[src/rtl/mac4_dot_ctrl_if.sv]
// mac4_dot_ctrl_if: command, operand, MAC and result signals of the dot-product controller
interface mac4_dot_ctrl_if #(
  parameter int DATA_WIDTH = 16,
  parameter int LEN_WIDTH = 8,
  parameter int ACC_WIDTH = 32
);
  logic start;
  logic [LEN_WIDTH-1:0] len;
  logic busy;
  logic in_valid;
  logic in_ready;
  logic [4*DATA_WIDTH-1:0] in_a;
  logic [4*DATA_WIDTH-1:0] in_b;
  logic [4*DATA_WIDTH-1:0] mac_a;
  logic [4*DATA_WIDTH-1:0] mac_b;
  logic [2*DATA_WIDTH-1:0] mac_result;
  logic out_valid;
  logic out_ready;
  logic [ACC_WIDTH-1:0] out_acc;
  logic [DATA_WIDTH-1:0] out_data;
  modport slave (
    input start, len, in_valid, in_a, in_b, mac_result, out_ready,
    output busy, in_ready, mac_a, mac_b, out_valid, out_acc, out_data
  );
  modport master (
    output start, len, in_valid, in_a, in_b, mac_result, out_ready,
    input busy, in_ready, mac_a, mac_b, out_valid, out_acc, out_data
  );
endinterface

[src/rtl/mac4_dot_ctrl.sv]
// mac4_dot_ctrl: sequences an arbitrary-length Q2.14 dot product over a shared 4-lane MAC
module mac4_dot_ctrl #(
  parameter int DATA_WIDTH = 16,
  parameter int LEN_WIDTH = 8,
  parameter int ACC_WIDTH = 32
) (
  input logic clk,
  input logic rst_n,
  mac4_dot_ctrl_if.slave bus
);
  typedef enum logic [1:0] {IDLE, RUN, DRAIN, DONE} state_t;
  state_t state_q, state_d;
  logic [LEN_WIDTH-1:0] beats_q, beats_d;
  logic [1:0] rem_q, rem_d;
  logic [4*DATA_WIDTH-1:0] mac_a_q, mac_a_d, mac_b_q, mac_b_d, lane_mask;
  logic stage_v_q, stage_v_d;
  logic [ACC_WIDTH-1:0] acc_q, acc_d, acc_sat;
  logic [ACC_WIDTH:0] sum;
  logic last_part, acc_fits;
  assign last_part = beats_q == LEN_WIDTH'(1) && rem_q != 2'd0;
  for (genvar k = 0; k < 4; k++) begin : g_mask
    assign lane_mask[k*DATA_WIDTH +: DATA_WIDTH] = {DATA_WIDTH{!(last_part && 2'(k) >= rem_q)}};
  end
  assign sum = {acc_q[ACC_WIDTH-1], acc_q}
             + {{(ACC_WIDTH+1-2*DATA_WIDTH){bus.mac_result[2*DATA_WIDTH-1]}}, bus.mac_result};
  assign acc_sat = sum[ACC_WIDTH] != sum[ACC_WIDTH-1]
                 ? {sum[ACC_WIDTH], {(ACC_WIDTH-1){!sum[ACC_WIDTH]}}} : sum[ACC_WIDTH-1:0];
  assign acc_fits = &acc_q[ACC_WIDTH-1:DATA_WIDTH-1] || ~|acc_q[ACC_WIDTH-1:DATA_WIDTH-1];
  assign bus.out_data = acc_fits ? acc_q[DATA_WIDTH-1:0]
                      : {acc_q[ACC_WIDTH-1], {(DATA_WIDTH-1){!acc_q[ACC_WIDTH-1]}}};
  assign bus.out_acc = acc_q;
  assign bus.mac_a = mac_a_q;
  assign bus.mac_b = mac_b_q;
  assign bus.busy = state_q != IDLE;
  assign bus.in_ready = state_q == RUN && beats_q != '0;
  assign bus.out_valid = state_q == DONE;
  // next state: beat capture with tail masking, per-beat saturating accumulation
  always_comb begin
    state_d = state_q;
    beats_d = beats_q;
    rem_d = rem_q;
    mac_a_d = '0;
    mac_b_d = '0;
    stage_v_d = 1'b0;
    acc_d = stage_v_q ? acc_sat : acc_q;
    case (state_q)
      IDLE: if (bus.start) begin
        acc_d = '0;
        beats_d = LEN_WIDTH'(bus.len[LEN_WIDTH-1:2]) + LEN_WIDTH'(|bus.len[1:0]);
        rem_d = bus.len[1:0];
        state_d = bus.len == '0 ? DONE : RUN;
      end
      RUN: if (bus.in_valid && bus.in_ready) begin
        mac_a_d = bus.in_a & lane_mask;
        mac_b_d = bus.in_b & lane_mask;
        stage_v_d = 1'b1;
        beats_d = beats_q - LEN_WIDTH'(1);
        state_d = beats_q == LEN_WIDTH'(1) ? DRAIN : RUN;
      end
      DRAIN: state_d = DONE;
      DONE: state_d = bus.out_ready ? IDLE : DONE;
      default: state_d = IDLE;
    endcase
  end
  // state registers, cleared asynchronously so an aborted run leaves no residue
  always_ff @(posedge clk or negedge rst_n) begin
    if (!rst_n) begin
      state_q <= IDLE;
      beats_q <= '0;
      rem_q <= '0;
      mac_a_q <= '0;
      mac_b_q <= '0;
      stage_v_q <= 1'b0;
      acc_q <= '0;
    end else begin
      state_q <= state_d;
      beats_q <= beats_d;
      rem_q <= rem_d;
      mac_a_q <= mac_a_d;
      mac_b_q <= mac_b_d;
      stage_v_q <= stage_v_d;
      acc_q <= acc_d;
    end
  end
endmodule

[src/flat_wrapper.sv]
// flat-port wrapper written by rule: the top's interface ports become plain ports
module mac4_dot_ctrl_flat 
#(
  parameter int DATA_WIDTH = 16,
  parameter int LEN_WIDTH = 8,
  parameter int ACC_WIDTH = 32
)
  (clk, rst_n, bus_start, bus_len, bus_in_valid, bus_in_a, bus_in_b, bus_mac_result, bus_out_ready, bus_busy, bus_in_ready, bus_mac_a, bus_mac_b, bus_out_valid, bus_out_acc, bus_out_data);
  mac4_dot_ctrl_if #(.DATA_WIDTH(DATA_WIDTH), .LEN_WIDTH(LEN_WIDTH), .ACC_WIDTH(ACC_WIDTH)) bus_i ();
  input logic clk;
  input logic rst_n;
  input wire logic [$bits(bus_i.start)-1:0] bus_start;
  input wire logic [$bits(bus_i.len)-1:0] bus_len;
  input wire logic [$bits(bus_i.in_valid)-1:0] bus_in_valid;
  input wire logic [$bits(bus_i.in_a)-1:0] bus_in_a;
  input wire logic [$bits(bus_i.in_b)-1:0] bus_in_b;
  input wire logic [$bits(bus_i.mac_result)-1:0] bus_mac_result;
  input wire logic [$bits(bus_i.out_ready)-1:0] bus_out_ready;
  output wire logic [$bits(bus_i.busy)-1:0] bus_busy;
  output wire logic [$bits(bus_i.in_ready)-1:0] bus_in_ready;
  output wire logic [$bits(bus_i.mac_a)-1:0] bus_mac_a;
  output wire logic [$bits(bus_i.mac_b)-1:0] bus_mac_b;
  output wire logic [$bits(bus_i.out_valid)-1:0] bus_out_valid;
  output wire logic [$bits(bus_i.out_acc)-1:0] bus_out_acc;
  output wire logic [$bits(bus_i.out_data)-1:0] bus_out_data;
  assign bus_i.start = bus_start;
  assign bus_i.len = bus_len;
  assign bus_i.in_valid = bus_in_valid;
  assign bus_i.in_a = bus_in_a;
  assign bus_i.in_b = bus_in_b;
  assign bus_i.mac_result = bus_mac_result;
  assign bus_i.out_ready = bus_out_ready;
  assign bus_busy = bus_i.busy;
  assign bus_in_ready = bus_i.in_ready;
  assign bus_mac_a = bus_i.mac_a;
  assign bus_mac_b = bus_i.mac_b;
  assign bus_out_valid = bus_i.out_valid;
  assign bus_out_acc = bus_i.out_acc;
  assign bus_out_data = bus_i.out_data;
  mac4_dot_ctrl #(.DATA_WIDTH(DATA_WIDTH), .LEN_WIDTH(LEN_WIDTH), .ACC_WIDTH(ACC_WIDTH)) u_core (.clk(clk), .rst_n(rst_n), .bus(bus_i));
endmodule
[config.mk]
export PLATFORM = sky130hd
export DESIGN_NAME = mac4_dot_ctrl_flat
export DESIGN_NICKNAME = d
export VERILOG_FILES = /design/src/rtl/mac4_dot_ctrl_if.sv /design/src/rtl/mac4_dot_ctrl.sv /design/src/flat_wrapper.sv
export SDC_FILE = /design/constraint.sdc
export NUM_CORES = 1
export LEC_CHECK = 0
export BUFFER_PORTS_ARGS = -buffer_cell sky130_fd_sc_hd__buf_2
export CELL_PAD_IN_SITES_DETAIL_PLACEMENT = 1
export CELL_PAD_IN_SITES_GLOBAL_PLACEMENT = 2
export CORE_MARGIN = 8
export CORE_UTILIZATION = 31
export CTS_CLUSTER_DIAMETER = 30
export DETAILED_ROUTE_END_ITERATION = 12
export PLACE_DENSITY_LB_ADDON = 0.1
export SYNTH_ARGS = -nofsm -noshare
export SYNTH_HDL_FRONTEND = slang
export SYNTH_SLANG_ARGS = --single-unit
export TNS_END_PERCENT = 20
[constraint.sdc]
create_clock -name clk -period 6.6 [get_ports clk]
set_clock_uncertainty 0.1 [all_clocks]
set_input_delay 0.99 -clock clk [delete_from_list [all_inputs] [get_ports clk]]
set_output_delay 0.99 -clock clk [all_outputs]
set_load 0.02 [all_outputs]
* After elaboration in Yosys (flattened, before gate mapping)
Index checks and enable logic that the tools add are counted.
** Cells by class
- Bitwise logic cells :: 2
- Multiplexer cells :: 20
- Magnitude comparators :: 4
- $add $sub $neg :: 3
- Reductions and logical operators :: 27
- Equality and inequality tests :: 7
** Operators by type and width (number)
- $mux 64 :: 4
- $and 64x64->64 :: 2
- $mux 32 :: 4
- $add 32x32->33 :: 1
- $reduce_and 17->1 :: 1
- $reduce_or 17->1 :: 1
- $mux 16 :: 1
- $mux 8 :: 2
- $pmux 8 s2 :: 1
- $mux 2 :: 5
- $eq 8x1->1 const B :: 1
- $logic_not 8->1 :: 1
- $pmux 2 s4 :: 1
- $reduce_bool 8->1 :: 1
- $sub 8x1->8 const B :: 1
- $add 6x1->7 :: 1
- $logic_and 1x1->1 :: 7
- $logic_not 1->1 :: 7
- $reduce_bool 2->1 :: 3
- $eq 2x2->1 const B :: 2
- $ge 1x2->1 const A :: 2
- $ge 2x2->1 const A :: 2
- $ne 2x2->1 const B :: 2
- $reduce_and 2->1 :: 2
- other kinds (7) :: 8
** Word-level totals
- Word-level logic and storage cells :: 70
- Register bits :: 173

* Depth between registers and ports, before layout
- Depth after elaboration :: 7
- Depth in mapped cells :: 12

* Worst setup path before layout
No wires, ideal clock.
- Path kind :: input to register
- Start point :: input port bus_mac_result[0]
- End point :: register u_core.acc_q[10] (netlist: u_core.bus.out_acc[10])
- Required time :: 6371 ps
- Setup time :: 129 ps
- Stages on the path :: 10
- Path slack :: 2926 ps
- Buffers on the path :: 0
- Arrival :: 3445 ps
- Cells stage by stage :: ha_1 > fa_1 > a211oi_1 > nor3_1 > o311ai_1 > a21oi_1 > o2111ai_1 > o2111ai_1 > nand4_2 > o21ai_0
** Between the ends
- Longest elaborated chain between the ends :: 6
- Elaborated cells on any way between the ends :: 7
- Classes of those cells :: add/sub: 1; eq/ne: 1; mux: 4; reduce/logical: 1
** RTL lines
- from (decl) :: line flat_wrapper.sv:17 : input wire logic [$bits(bus_i.mac_result)-1:0] bus_mac_result;
- $add 32x32->33 * :: line mac4_dot_ctrl.sv:25 : + {{(ACC_WIDTH+1-2*DATA_WIDTH){bus.mac_result[2*DATA_WIDTH-1]}}, bus.mac_result};
- $ne 1x1->1 / $logic_not 1->1 (equally long branches) :: line mac4_dot_ctrl.sv:26, mac4_dot_ctrl.sv:27
- $mux 32 * :: line mac4_dot_ctrl.sv:27 : ? {sum[ACC_WIDTH], {(ACC_WIDTH-1){!sum[ACC_WIDTH]}}} : sum[ACC_WIDTH-1:0];
- $mux 32 * :: line mac4_dot_ctrl.sv:45 : acc_d = stage_v_q ? acc_sat : acc_q;
- $mux 32 :: line mac4_dot_ctrl.sv:47 : IDLE: if (bus.start) begin
- $mux 32 * :: line mac4_dot_ctrl.sv:46 : case (state_q)
- net u_core.acc_d[10] :: line mac4_dot_ctrl.sv:17 : logic [ACC_WIDTH-1:0] acc_q, acc_d, acc_sat;
- to (signal assigned) :: line mac4_dot_ctrl.sv:74 : acc_q <= '0;
- to (signal assigned) :: line mac4_dot_ctrl.sv:82 : acc_q <= acc_d;
- to (decl) :: line mac4_dot_ctrl.sv:17
Mark *: on every way through the listed nets, which the timed path passes. The rest lies on a longest branch.
A chain may end at the register's enable or synchronous reset.

* Worst setup path in the final report
- Start point :: input port bus_mac_result[0]
- End point :: register u_core.acc_q[28] (netlist: u_core.bus.out_acc[28])
Same word-level chain as after synthesis.

==> out/qor.txt <==
Setup crit end kind - flip-flop
RR Endpoint - u_core.bus.out_acc[28]$_DFF_PN0_
Arr. time, crit path - 4.43 ns
Clk network pwr share - 0.182
Critical Path Start Type - primary input
Initial antenna violation count - 3
Effective utilization at floorplan - 0.314
Cts repair resizes - 0
Logic pwr share - 0.526
Status - complete, no violations
Worst-margin pin slew - 1.11 ns
CTS tree - yes
Synth Instances - 825
Worst skew pair latency - 0.43 ns
Post-DP HPWL - 25500 um
Number of I/O pins - 352
Post-synthesis cell type count - 61
Flops & latches, synth - 173
Avg Synthesized Cell Area - 10.2 um^2
Delay of the slowest cell on the worst path - 0.78 ns
Port bufs - 351
Worst EP required - 6.75 ns
Int Pwr - 0.00287 W
Hold buffers post-CTS - 0
Endpoints failing setup - 0
Drt pass-1 iters - 6
FP Rows - 60
Drt via density - 5.03
Fmax - 0.233 GHz
Vias - 7575
Top-area cell type share of the netlist area - 0.514
Clock Sinks - 173
Pwr dens - 493 nW/um^2
Register share of total power - 0.292
Clk root buf - clkbuf_16
Mapped Nets - 1035
Critical path class - primary input to flip-flop
WL/cell - 21.7 um
Crit path to - u_core.bus.out_acc[28]$_DFF_PN0_
Switching power share of the total - 0.472
Xor/xnor share of the synthesized area - 0.0281
Post-synth EDFFs - 0
Critical-path cell list - buf_2 -> ha_1 -> fa_1 -> a211oi_1 -> nor3_1 -> o311ai_1 -> a21oi_1 -> o2111ai_1 -> a211oi_4 -> nor3_2 -> a211oi_1
Die Area - 32700 um^2
Max-cap violations - 0
Synth area leader - dfrtp_1
Area Growth Syn to Fin - 31.1%
First-pass GRT wire length - 50700 um
Post-CTS Repair Setup Buffers - 0
Synth area leaders - dfrtp_1 (51%), and3_1 (5.4%), ha_1 (5.4%), and2_1 (5.2%), a21o_1 (3.2%)
Mux cell area share after synthesis - 0.00119
Detail Route Antenna Nets - 0
CTS Buf Count - 17
Post-Synth Simple-Gate Area - 0.210
Total gr overflow - 0
H-tree Lvls - 4
Leakage - 6.01 nW
Layout cell share with drive strength beyond 1 - 0.347
Final Critical Period - 4.28 ns
Ys async rst share - 1.00
Register-to-Register Path Depth - 10
Vias in the first global route - 8089
Adder-cell share of the synthesized area - 0.0559
Flop2flop setup slack - 2.54 ns
Net Sw Power - 0.00257 W
Die height - 181 um
Fin. Hold Viols - 0
Crit path max fanout - 14
Main combinational cell family by area after synthesis - simple AND/OR/NAND/NOR gates
Net count, final - 1361
Final setup margin - 2.32 ns
Max_slew headroom - 0.262
Final period utilization - 0.649
CP most frequent cell - a211oi_1
Pin count of the biggest net entering global routing - 107
Fillers - 3130
Post-synth top flop - dfrtp_1
Hold crit path type - flip-flop to flip-flop
Global placement routability congestion - 0.813
Die Wd - 181 um
Clock buffer depth - 2
Synthesized area - 8420 um^2
Clk slew on worst S/H paths - 0.07 ns
Count leader, synth - dfrtp_1
Initial drt markers - 378
Pre-CTS worst setup slack - 1.89 ns
R2r startpoint - u_core.bus.out_acc[0]$_DFF_PN0_
Placeable Area - 26800 um^2
Peak VDD IR - 0.000238 V
Total track usage - 0.198
Synth warn - 0
Final WL - 32700 um
Setup total negative slack - 0 ns
DRC - 0
CP startpoint - bus_mac_result[0]
Final slew viol count - 0
Unrepaired setup endpoints after global routing - false
Share of the yosys chip area belonging to registers - 0.514
CP max stage cell - nor3_2
Top cells by count, synth - dfrtp_1 (173), and3_1 (72), and2_1 (70), a21oi_1 (49), nor2_1 (49)
Compound-cell area share of the yosys netlist - 0.159
Overall power - 0.00544 W
stage by stage:
stage	cell area, um^2	hold WS [ns]	instances	utilization
2_1_floorplan	8420	0.366	825	-
3_3_place_gp	10500	0.394	1473	0.390
3_5_place_dp	10500	0.409	1473	0.390
4_1_cts	11000	0.424	1504	0.411
5_1_grt	11000	0.478	1506	0.412
6_report	11000	0.425	1506	0.412
state kept, by name, summed over array words and instances, names as in the netlist:
register,cells
u_core.beats_q,8
u_core.bus.mac_a,64
u_core.bus.mac_b,64
u_core.bus.out_acc,32
u_core.rem_q,2
u_core.stage_v_q,1
u_core.state_q,2
how the worst min path moves through the flow:
stage	to	startpoint	cells after the start	slack (ns)
detailed placement	u_core.beats_q[6]$_DFFE_PN0P_	u_core.beats_q[6]$_DFFE_PN0P_	2	0.41
global placement	u_core.beats_q[6]$_DFFE_PN0P_	u_core.beats_q[6]$_DFFE_PN0P_	2	0.39
floorplan	u_core.beats_q[6]$_DFFE_PN0P_	u_core.beats_q[6]$_DFFE_PN0P_	2	0.37
finish	u_core.beats_q[6]$_DFFE_PN0P_	u_core.beats_q[6]$_DFFE_PN0P_	2	0.42
global route	u_core.beats_q[6]$_DFFE_PN0P_	u_core.beats_q[6]$_DFFE_PN0P_	2	0.48
CTS	u_core.beats_q[6]$_DFFE_PN0P_	u_core.beats_q[6]$_DFFE_PN0P_	2	0.42
placed cells by master, fill, tap and decap left out, types with 5 or more instances in the layout:
master,n
ha_1,36
a21o_1,36
buf_2,350
nand2_1,46
nor2_1,49
xor2_1,9
dfrtp_1,173
a41oi_1,5
o21ai_0,39
a211oi_1,18
nor4_1,5
a21oi_1,47
inv_1,12
clkbuf_16,17
inv_8,6
or3_1,5
nand2b_1,5
nor3_1,22
nand3_1,23
and3_1,72
buf_4,7
and2_1,70
nand4_1,12
a31oi_1,6
o211ai_1,6
xnor2_1,18
o21a_1,6
critical path: cells and delay by family:
kind            cells  cell delay [ns]
compound gates      6             1.80
buf+inv             1             0.10
fa+ha+maj           2             0.66
simple gates        2             0.87
routing by layer:
| metal | vias to the layer above | global-route usage | wire [um] |
|---|---|---|---|
| met3 | 26 | 0.0405 | 1570 |
| met2 | 209 | 0.363 | 17400 |
| li1 | 3595 | - | - |
| met5 | - | 0 | 14 |
| met4 | 2 | 0.0569 | 512 |
| met1 | 3743 | 0.229 | 13200 |
final cells by class:
cell class	count	area, um^2	area share
Multi-Input combinational cell	589	3840	0.348
Clock inverter	14	143	0.0129
Clock buffer	17	425	0.0386
Inverter	12	45.0	0.00408
Antenna cell	2	5.00	0.000454
Sequential cell	173	4330	0.392
Timing Repair Buffer	358	1820	0.165
Tap cell	341	427	0.0387
cell families after synthesis:
family | after synthesis
compound gates | 200
buf+inv | 63
simple gates | 324
xor+xnor | 27
mux | 1
fa+ha+maj | 37
flops | 173
power groups by stage:
stage / sequential, W / clock [W] / combinational (W)
final: 0.00159 / 0.000987 / 0.00286
after global routing: 0.00163 / 0.00105 / 0.00315
after CTS: 0.00159 / 0.00102 / 0.00289
after detailed placement: 0.00161 / 0 / 0.00287
after global placement: 0.00160 / 0 / 0.00286
after floorplan: 0.00186 / 0 / 0.00162
No activity file was read; power rests on OpenSTA's default activity.
